## src/rtl/idct_first_if.sv

```systemverilog
// Handshake bundle for idct_first: coefficient word in, sample word out.
interface idct_first_if;
  logic [63:0] in;
  logic        in_valid;
  logic        in_ready;
  logic [63:0] out;
  logic        out_valid;
  logic        out_ready;

  modport master (output in, output in_valid, input in_ready,
                  input out, input out_valid, output out_ready);
  modport slave  (input in, input in_valid, output in_ready,
                  output out, output out_valid, input out_ready);
endinterface

```

## src/rtl/idct_first.sv

```systemverilog
// 8-point 1-D IDCT, one output sample per cycle, fixed latency 8.
// Optional build macro IDCT_FIRST_LEVEL_SHIFT_EN: emit unsigned samples (+128).
module idct_first (
  input logic         clk,
  input logic         rst_n,
  idct_first_if.slave bus
);

  typedef enum logic [1:0] {IDLE, CALC, DONE} state_t;

  state_t             state, state_nxt;
  logic [2:0]         n;
  logic [63:0]        coef_q;
  logic [63:0]        out_q;
  logic signed [19:0] acc;
  logic signed [19:0] rnd;
  logic signed [19:0] shifted;
  logic signed [7:0]  xk;
  logic signed [15:0] prod;
  logic [7:0]         sat;
  logic [7:0]         sample;

  // Cosine basis T[k][idx] folded onto the first quadrant of cos(p*pi/16).
  function automatic logic signed [7:0] tcoef(input int unsigned k, input int unsigned idx);
    int unsigned p;
    int          mag;
    logic        neg;
    if (k == 0) return 8'sd45;
    p = ((2 * idx + 1) * k) % 32;
    if (p > 16) p = 32 - p;
    neg = (p > 8);
    if (neg) p = 16 - p;
    case (p)
      0:       mag = 64;
      1:       mag = 63;
      2:       mag = 59;
      3:       mag = 53;
      4:       mag = 45;
      5:       mag = 36;
      6:       mag = 24;
      7:       mag = 12;
      default: mag = 0;
    endcase
    return neg ? 8'(-mag) : 8'(mag);
  endfunction

  always_comb begin
    acc  = '0;
    xk   = '0;
    prod = '0;
    for (int unsigned k = 0; k < 8; k++) begin
      xk   = coef_q[(7 - k) * 8 +: 8];
      prod = xk * tcoef(k, {29'd0, n});
      acc  = acc + {{4{prod[15]}}, prod};
    end
  end

  always_comb begin
    rnd     = acc + 20'sd64;
    shifted = rnd >>> 7;
    if (shifted > 20'sd127)
      sat = 8'h7F;
    else if (shifted < -20'sd128)
      sat = 8'h80;
    else
      sat = shifted[7:0];
`ifdef IDCT_FIRST_LEVEL_SHIFT_EN
    sample = sat ^ 8'h80;
`else
    sample = sat;
`endif
  end

  always_ff @(posedge clk or negedge rst_n) begin
    if (!rst_n) state <= IDLE;
    else        state <= state_nxt;
  end

  always_comb begin
    state_nxt     = state;
    bus.in_ready  = 1'b0;
    bus.out_valid = 1'b0;
    bus.out       = out_q;
    case (state)
      IDLE: begin
        bus.in_ready = 1'b1;
        if (bus.in_valid) state_nxt = CALC;
      end
      CALC: if (n == 3'd7) state_nxt = DONE;
      DONE: begin
        bus.out_valid = 1'b1;
        if (bus.out_ready) state_nxt = IDLE;
      end
      default: state_nxt = IDLE;
    endcase
  end

  // Each CALC cycle overwrites only byte n; other bytes keep their old value.
  always_ff @(posedge clk or negedge rst_n) begin
    if (!rst_n) begin
      n      <= '0;
      coef_q <= '0;
      out_q  <= '0;
    end else begin
      case (state)
        IDLE: begin
          n <= '0;
          if (bus.in_valid) coef_q <= bus.in;
        end
        CALC: begin
          out_q[{3'd7 - n, 3'b000} +: 8] <= sample;
          n <= n + 3'd1;
        end
        default: ;
      endcase
    end
  end

endmodule

```

## src/flat_wrapper.sv

```systemverilog
// flat-port wrapper written by rule: the top's interface ports become plain ports
module idct_first_flat 
  (clk, rst_n, bus_in, bus_in_valid, bus_in_ready, bus_out, bus_out_valid, bus_out_ready);
  idct_first_if bus_i ();
  input logic clk;
  input logic rst_n;
  input wire logic [$bits(bus_i.in)-1:0] bus_in;
  input wire logic [$bits(bus_i.in_valid)-1:0] bus_in_valid;
  output wire logic [$bits(bus_i.in_ready)-1:0] bus_in_ready;
  output wire logic [$bits(bus_i.out)-1:0] bus_out;
  output wire logic [$bits(bus_i.out_valid)-1:0] bus_out_valid;
  input wire logic [$bits(bus_i.out_ready)-1:0] bus_out_ready;
  assign bus_i.in = bus_in;
  assign bus_i.in_valid = bus_in_valid;
  assign bus_in_ready = bus_i.in_ready;
  assign bus_out = bus_i.out;
  assign bus_out_valid = bus_i.out_valid;
  assign bus_i.out_ready = bus_out_ready;
  idct_first u_core (.clk(clk), .rst_n(rst_n), .bus(bus_i));
endmodule
```

## config.mk

```make
export PLATFORM = sky130hd
export DESIGN_NAME = idct_first_flat
export DESIGN_NICKNAME = d
export VERILOG_FILES = /design/src/rtl/idct_first_if.sv /design/src/rtl/idct_first.sv /design/src/flat_wrapper.sv
export SDC_FILE = /design/constraint.sdc
export NUM_CORES = 2
export LEC_CHECK = 0
export CAP_MARGIN = 20
export CORE_MARGIN = 3
export CORE_UTILIZATION = 25
export DETAILED_ROUTE_END_ITERATION = 12
export PLACE_DENSITY = 0.49
export SETUP_SLACK_MARGIN = 0.3
export SYNTH_ARGS = -nofsm -noshare
export SYNTH_HDL_FRONTEND = slang
export SYNTH_SLANG_ARGS = --single-unit
```

## constraint.sdc

```tcl
create_clock -name clk -period 24.1 [get_ports clk]
set_input_delay 2.41 -clock clk [delete_from_list [all_inputs] [get_ports clk]]
set_output_delay 2.41 -clock clk [all_outputs]
set_load 0.1 [all_outputs]
```

==> flow_metrics.tcl <==
set metrics [dict create \
    status "finished, final reports clean" \
    slowest_delay_ns 0.71 \
    synth-seq-cells 133 \
    reg2reg_setup_slack_ns 10.52 \
    cts_sinks 133 \
    grt_setup_unrepaired "false" \
    htreeDepth 4 \
    wirelength_microns 67030 \
    overflow 0 \
    drive_gt1_frac 0.06288 \
    routabilityCongestion 0.8456 \
    cp_max_fo 25 \
    drt_iter0_drc 643 \
    rr_endpoint "u_core.bus.out[37]" \
    grt_pass1_wl_microns 108700 \
    antenna_found_initial 1 \
    regArea_sq_um 3328 \
    final.period_utilization 0.5633 \
    netlist_instances 2656 \
    postCtsSetupRepairBufs 0 \
    ys.warnings.count 0 \
    cts_hold_buf 0 \
    r2r_start "u_core.n[2]" \
    area_delta_synth_final_pct 13.70 \
    met3_length_microns 2266 \
    rows 118 \
    vias 17091 \
    hold_viol 0 \
    dp_hpwl_microns 57510 \
    ctsResizeCount 0 \
    period_needed_ns 13.58 \
    synth_edf_count 0 \
    maxCapViolations 0 \
    die_w_microns 329.9 \
    syn_nets 3509 \
    clk_pin_slew_ns 0.09 \
    async_flop_share 1.000 \
    met1_length_microns 30920 \
    crit_end "u_core.bus.out[37]" \
    io_pins 134 \
    wl_per_cell_microns 16.09 \
    synth.top_cell.area_share 0.3786 \
    synth_area_leader_cell "fa_1" \
    grt_pass1_vias 18802 \
    cts_tree "done" \
    fmax_mhz 73.66 \
    synthTopCellsByArea "fa_1 (38%), ha_1 (14%), dfrtp_1 (13%), inv_1 (9.8%), mux2_2 (4.3%)" \
    crit_buf_inv 8 \
    fillers 11029 \
    die_y_microns 329.9 \
    synth.most_common_cell "inv_1" \
    cpMostUsedCell "fa_1" \
    crit_path_top_delay_cell "dfrtp_1" \
    die_area_sq_um 108800 \
    finalSetupViolCount 0 \
    first_pass_iters 6 \
    cp-end-kind "flop" \
    core_sq_um 103800 \
    crit_start "u_core.n[2]" \
    grt_max_degree 83 \
    post-route-drc-count 0 \
    finalSetupTns_ns 0 \
    top_layer_used "met4" \
    synthFlopType "dfrtp_1" \
    detail-route-antenna-nets 0 \
    start_util 0.2527 \
    multi_input_area_sq_um 20130 \
    route.met2.wl_microns 32410 \
    finClkSkew_ns 0.02662 \
    drt-vias-per-instance 4.103 \
    crit_type "flop to flop" \
    crit_family "adder cells" \
    reg2regPathDepth 40 \
    min_path_type "flop to flop" \
    clk_path_buf_depth 2 \
    fin_nets 3623 \
    worst_slew_pin_slew_ns 1.091 \
    root_buffer "clkbuf_16" \
    numCtsBuffers 17 \
    slew_viol_final 0 \
    seq_area_frac_synth 0.1269 \
    syn_avg_cell_area_sq_um 9.874 \
    cp_data_required_time_ns 24.45 \
    crit_cells 40 \
    syn_area_sq_um 26230 \
    slew_headroom 0.2704 \
    synth_top_cells_by_count "inv_1 (687), fa_1 (496), ha_1 (289), nand2_1 (134), dfrtp_1 (133)" \
    io_buffers 133 \
    critPathLaunchType "flop" \
    ys_types 55 \
    arrival_ns 13.92 \
    clock_latency_ns 0.51 \
    track_usage 0.1307 \
]
-- worst reg2reg max path: cells and delay by family (launching register included) --
kind                       cells  cell delay, ns
xor gates and xnor gates       1            0.11
adders and majority gates     14            6.72
buffers and inverters          8            0.92
DFF                            1            0.71
muxes                          2            0.95
AOI/OAI and AO/OA             13            3.29
and+or+nand+nor                2            0.71
-- kinds of logic after synthesis --
group | synth area share
xor gates and xnor gates | 0.04294
DFF | 0.1269
adders and majority gates | 0.5165
buffers and inverters | 0.1058
muxes | 0.04652
other | 0.0001430
AOI/OAI and AO/OA | 0.04542
and+or+nand+nor | 0.1158
-- cell usage in the layout, fill, tap and decap left out, types with 3 or more instances in the layout --
cell type,count
a21o_1,17
a21boi_0,5
mux2_2,101
ha_1,288
buf_4,11
inv_6,6
o21a_1,8
o41ai_1,4
mux2i_1,6
xnor2_1,101
and2_1,124
nor2_1,89
nand2_1,134
nor3_1,12
nand4_1,3
and2b_1,5
or2_2,15
o21bai_1,15
fa_1,496
nand2b_1,47
o21ai_0,55
nor2b_1,130
a21oi_2,5
nand3_1,7
xor2_1,25
inv_1,687
inv_8,4
clkbuf_16,17
clkdlybuf4s50_1,132
a21oi_1,58
dfrtp_1,133
-- worst min-delay path by stage --
stage / startpoint / to / cells after the start
2_1_floorplan: u_core.state[1] / u_core.state[0] / 1
3_3_place_gp: u_core.bus.out[23] / u_core.bus.out[23] / 2
3_5_place_dp: u_core.bus.out[61] / u_core.bus.out[61] / 2
4_1_cts: u_core.bus.out[61] / u_core.bus.out[61] / 2
5_1_grt: u_core.bus.out[61] / u_core.bus.out[61] / 2
6_report: u_core.bus.out[61] / u_core.bus.out[61] / 2
-- sequential cells by signal, indices dropped and copies added, names as in the netlist --
| signal | cells |
|---|---|
| u_core.state | 2 |
| u_core.coef_q | 64 |
| u_core.n | 3 |
| u_core.bus.out | 64 |
-- routing by layer --
layer,up-vias,global-route usage
met3,50,0.02202
li1,8173,-
met1,8642,0.1746
met5,-,0
met4,0,0.03245
met2,226,0.2199
-- layout make-up --
class / instances / share of cell area
Timing Repair Buffer: 145 / 0.04838
Inverter: 689 / 0.08673
Tap cell: 1380 / 0.05791
Clock buffer: 17 / 0.01427
Clock inverter: 15 / 0.005916
Sequential cell: 133 / 0.1116
Antenna cell: 2 / 0.0001678
Multi-Input combinational cell: 1784 / 0.6750
-- metrics by stage --
step / worst slack (ns) / area [sq um] / hold WS [ns] / instances / util
after floorplan: 11.59 / 26230 / 0.5076 / 2656 / -
after global placement: 10.83 / 29180 / 0.4677 / 4130 / 0.2812
after detailed placement: 10.65 / 29180 / 0.4717 / 4130 / 0.2812
after CTS: 10.59 / 29790 / 0.4886 / 4162 / 0.2870
after global routing: 9.606 / 29810 / 0.5037 / 4163 / 0.2872
final: 10.52 / 29820 / 0.4813 / 4165 / 0.2873
Power is left out: the tool's default activity adds up to more than one toggle a clock period on the data nets, which glitch-free logic cannot reach.
==> RTL change 1 (config.mk and constraints unchanged) <==
Add a define of `IDCT_FIRST_LEVEL_SHIFT_EN`.
--- a/src/rtl/idct_first.sv
+++ b/src/rtl/idct_first.sv
@@ -1,4 +1,6 @@
 // 8-point 1-D IDCT, one output sample per cycle, fixed latency 8.
 // Optional build macro IDCT_FIRST_LEVEL_SHIFT_EN: emit unsigned samples (+128).
+`define IDCT_FIRST_LEVEL_SHIFT_EN
+
 module idct_first (
   input logic         clk,
Function: changed (a bounded check fails within 4 cycles, from zero or initial values and one cycle with rst_n low).
==> RTL change 1 against the original RTL <==
- setup slack better by 0.68 ns
- routed wire length grew 0.69%
- first-iteration DRC count is 7.9% higher
- sequential cell count did not move
- synthesized area grew 0.75%
- final area is 0.66% higher
- worst hold slack improved by 0.0034 ns
- largest cell class unchanged
Power is left out: the tool's default activity adds up to more than one toggle a clock period on the data nets, which glitch-free logic cannot reach.
==> RTL change 1: results (changes against the original RTL) <==
| Metric | Value |
|---|---|
| Register clock-pin slew on the reported worst setup and hold paths | `0.07 ns (-0.02 ns)` |
| H-tree depth | `4 (unchanged)` |
| NumNets Final | `3638 (+0.41%)` |
| Dpl hpwl | `57.29 mm (-0.38%)` |
| Arrival time worst endpoint | `13.28 ns (-0.64 ns)` |
| CTS Buffer Depth | `2 (unchanged)` |
| Area contributors post-synth | `fa_1, ha_1, dfrtp_1, inv_1, mux2_2` |
| Layout cells sized above 1 | `0.06540 (+0.002522)` |
| First-pass GRT wire length | `110.4 mm (+1.5%)` |
| N_diodes | `0 (-2)` |
| WL/cell | `16.16 µm (+0.38%)` |
| Crit-path max FO | `15 (-40%)` |
| Via density | `4.117 (+0.32%)` |
| Most used DFF post-synth | `dfrtp_1` |
| Root Driver | `clkbuf_16` |
| Largest net degree at the start of global routing | `74 (-11%)` |
| GRT Overall Usage | `0.1326 (+0.001811)` |
| Sequential fraction of the synthesis area | `0.1260 (-0.0009435)` |
| Post-synth top cells | `inv_1, fa_1, ha_1, dfrtp_1, nand2_1` |
| CP peak stage delay | `0.66 ns (-0.05 ns)` |
| Antenna violations before repair | `2 (+1)` |
| Max Clock Skew | `0.02044 ns (-0.006176 ns)` |
| Initial drt markers | `694 (+7.9%)` |
| Skew-Pair Late Insertion Delay | `0.51 ns (about the same)` |
| Unique masters post-synth | `67 (+22%)` |
| Worst slew margin | `0.2711 (+0.0006580)` |
| Routability cong. | `0.8287 (-2.0%)` |
| Fillcell total | `11120 (+0.83%)` |
| Status | `completed` |
| Syn nets | `3524 (+0.43%)` |
| Number of global-route vias before repair | `18800 (-0.016%)` |
| Number of buffers created by CTS | `17 (unchanged)` |
| Pre-antenna DRT Iters | `5 (-1)` |
| Crit-path slowest cell | `dfrtp_1` |
==> RTL change 1: cell count changes after synthesis, sizes merged, moves of 4 or more <==
| cell | before | now |
|---|---|---|
| nor2 | 89 | 79 |
| mux2 | 103 | 94 |
| o21ai | 58 | 49 |
| nor3 | 12 | 20 |
| a31oi | 2 | 8 |
| nand3 | 7 | 13 |
| a21oi | 63 | 58 |
| o21a | 8 | 3 |
| o21bai | 15 | 20 |
| a21o | 17 | 21 |
| or2 | 15 | 19 |
==> RTL change 1: metal layers <==
metal  global-route usage  vias up  part of all wire
met1               0.1870     8681              0.48
li1                     -     8243                 -
met3              0.02411       44             0.037
met4              0.02621        0             0.014
met5                    0        -                 0
met2               0.2127      232              0.47
==> RTL change 1: path summary, 6_finish.rpt <==
path	startpoint	to	slack, ns	cells after the start
setup / recovery	u_core.n[0]$_DFFE_PN0P_	u_core.bus.out[18]$_DFFE_PN0P_	11.21	44
hold / removal	u_core.bus.out[29]$_DFFE_PN0P_	u_core.bus.out[29]$_DFFE_PN0P_	0.48	2
hold reg to reg	u_core.bus.out[29]$_DFFE_PN0P_	u_core.bus.out[29]$_DFFE_PN0P_	0.48	2
max in group asynchronous	rst_n	u_core.bus.out[61]$_DFFE_PN0P_	20.73	2
min in group asynchronous	rst_n	u_core.coef_q[34]$_DFFE_PN0P_	1.93	1
setup reg to reg	u_core.n[0]$_DFFE_PN0P_	u_core.bus.out[18]$_DFFE_PN0P_	11.21	44
==> RTL change 1: metrics by stage <==
stage               setup slack, ns  instances  utilization  area, µm²  hold WS [ns]
CTS                           11.15       4178       0.2880      30020        0.4900
floorplan                     12.08       2671            -      26420        0.5143
global route                  10.39       4178       0.2880      30020        0.5067
global placement              11.35       4146       0.2822      29410        0.4688
finish                        11.21       4178       0.2880      30020        0.4847
detailed placement            11.19       4146       0.2822      29410        0.4743
==> RTL change 1: cell families after synthesis <==
| family | after synthesis | synth area share |
|---|---|---|
| adders and majority gates | 785 | 0.5127 |
| buffers and inverters | 741 | 0.1053 |
| and+or+nand+nor | 590 | 0.1198 |
| AOI/OAI and AO/OA | 189 | 0.04887 |
| DFF | 133 | 0.1260 |
| xor gates and xnor gates | 130 | 0.04361 |
| muxes | 102 | 0.04366 |
| other | 1 | 0.0001419 |
==> RTL change 1: worst max-delay path: cells and delay by family, from the launching register on <==
family          cells  cell delay [ns]
mux                 2             0.88
buf+inv            10             1.07
fa+ha+maj          14             6.45
simple gates        6             1.17
flops               1             0.66
xor+xnor            2             0.47
compound gates     10             2.05
==> RTL change 1: area by class of cell <==
class / count / share of cell area
Multi-Input combinational cell: 1797 / 0.6772
Sequential cell: 133 / 0.1109
Inverter: 688 / 0.08604
Tap cell: 1380 / 0.05752
Timing Repair Buffer: 148 / 0.04815
Clock buffer: 17 / 0.01417
Clock inverter: 15 / 0.006003
==> RTL change 2 (same flow settings) <==
Made on the original files. Make the reset (`rst_n`) synchronous in 2 clocked blocks.
--- a/src/rtl/idct_first.sv
+++ b/src/rtl/idct_first.sv
@@ -72,5 +72,5 @@
   end
 
-  always_ff @(posedge clk or negedge rst_n) begin
+  always_ff @(posedge clk) begin
     if (!rst_n) state <= IDLE;
     else        state <= state_nxt;
@@ -97,5 +97,5 @@
 
   // Each CALC cycle overwrites only byte n; other bytes keep their old value.
-  always_ff @(posedge clk or negedge rst_n) begin
+  always_ff @(posedge clk) begin
     if (!rst_n) begin
       n      <= '0;
Function: not settled (the Yosys comparison gave no result); the edit may change what the design does.
==> RTL change 2 against the original RTL <==
- routed wire length shrank 2.1%
- critical path depth rose by 5
- sequential cell count unchanged
- final area is 1.9% lower
- synthesized area shrank 1.6%
- setup slack improved by 1.4 ns
- via count rose by 4.5%
- die area down 1.6%
- critical path type unchanged
- critical endpoint is now u_core.bus.out[20]$_SDFFE_PN0P_
- largest cell class unchanged
- highest routed layer unchanged
Power is not shown: default switching activity piles up to over one toggle a cycle in this logic, so the estimate is an artifact.
==> RTL change 2: results (changes against the original RTL) <==
| Metric | Value |
|---|---|
| Status | `completed` |
| First-pass GRT wire length | `109.0 mm (+0.24%)` |
| GRT Overall Usage | `0.1310 (+0.0002272)` |
| I/O Buffers | `133 (unchanged)` |
| Post-CTS Setup Bufs | `0 (unchanged)` |
| NumNets Final | `3765 (+3.9%)` |
| Syn nets | `3681 (+4.9%)` |
| CTS Buffer Depth | `2 (unchanged)` |
| Antenna violations before repair | `3 (+2)` |
| Post-Route WL | `65.66 mm (-2.1%)` |
| Arrival time worst endpoint | `12.59 ns (-1.33 ns)` |
| Place WS | `11.90 ns (+1.245 ns)` |
| Met2 wire len | `31.74 mm (-2.1%)` |
| Post-synth top cells | `inv_1, fa_1, ha_1, nand2_1, a21oi_1` |
| Crit-path slowest cell | `dfxtp_1` |
| Largest net degree at the start of global routing | `65 (-22%)` |
| Met3 WL | `2.439 mm (+7.6%)` |
| Placed Area | `28660 µm² (-1.8%)` |
| Dpl hpwl | `55.24 mm (-3.9%)` |
| CP peak stage delay | `0.71 ns (about the same)` |
| Area contributors post-synth | `fa_1, ha_1, dfxtp_1, inv_1, xnor2_1` |
| Most used DFF post-synth | `dfxtp_1` |
| Crit-path max FO | `19 (-24%)` |
| Skew-Pair Late Insertion Delay | `0.49 ns (-0.02 ns)` |
| Reg2reg path depth | `45 (+13%)` |
| FFs w/ async S/R, synth | `0 (-1.000)` |
| Layout cells sized above 1 | `0.03282 (-0.03006)` |
| Measured slew at the worst slew-check pin | `1.112 ns (+0.02128 ns)` |
| Worst Hold Path Cells | `2 (unchanged)` |
| Unique masters post-synth | `52 (-5.5%)` |
| Number of global-route vias before repair | `19480 (+3.6%)` |
| DR vias | `17860 (+4.5%)` |
| Max Clock Skew | `0.02059 ns (-0.006022 ns)` |
| DRT met1 WL | `30.08 mm (-2.7%)` |
| Pre-antenna DRT Iters | `5 (-1)` |
| Sequential fraction of the synthesis area | `0.1032 (-0.02369)` |
| H-tree depth | `4 (unchanged)` |
| Final cell count without fillers | `4294 (+3.1%)` |
| Avg Inst Size Synth | `9.122 µm² (-7.6%)` |
| Initial drt markers | `660 (+2.6%)` |
| Routability cong. | `0.7922 (-6.3%)` |
RTL change 2: cell count changes after synthesis, moves of 18 or more:
cell	delta
a211oi_1	+18
inv_1	-26
clkbuf_1	+29
nand2_1	+120
and2_1	-23
dfrtp_1	-133
a21oi_1	+113
dfxtp_1	+133
mux2_2	-101
RTL change 2: logic make-up after synthesis:
family          share of synthesized area
compound gates                    0.07610
xor+xnor                          0.04608
fa+ha+maj                          0.5251
buf+inv                            0.1082
flops                              0.1032
mux                              0.005432
other cells                     0.0001454
simple gates                       0.1357
RTL change 2: layout make-up:
type / instances / area, µm²
Fill cell: 10870 / 72770
Antenna cell: 1 / 2.502
Timing Repair Buffer: 147 / 1436
Inverter: 661 / 2484
Tap cell: 1368 / 1712
Clock buffer: 17 / 425.4
Clock inverter: 15 / 175.2
Sequential cell: 133 / 2663
Multi-Input combinational cell: 1952 / 20360
RTL change 2: final timing paths:
path                                  start                         endpoint  slack (ns)
min          u_core.coef_q[24]$_SDFFE_PN0P_   u_core.coef_q[24]$_SDFFE_PN0P_        0.46
min reg2reg  u_core.coef_q[24]$_SDFFE_PN0P_   u_core.coef_q[24]$_SDFFE_PN0P_        0.46
max                u_core.n[0]$_SDFFE_PN0P_  u_core.bus.out[20]$_SDFFE_PN0P_       11.91
max reg2reg        u_core.n[0]$_SDFFE_PN0P_  u_core.bus.out[20]$_SDFFE_PN0P_       11.91
RTL change 2: worst max-delay path, delay by kind of cell, from the launching register on:
kind	cells	cell delay, ns
buf+inv	11	0.99
simple gates	3	0.40
mux	2	0.75
flops	1	0.71
fa+ha+maj	14	6.17
xor+xnor	1	0.11
compound gates	14	2.94
RTL change 2: layer usage:
layer,track usage,vias up
li1,-,8718
met1,0.1751,8901
met2,0.2211,187
met3,0.01967,52
met4,0.03382,0
met5,0,-
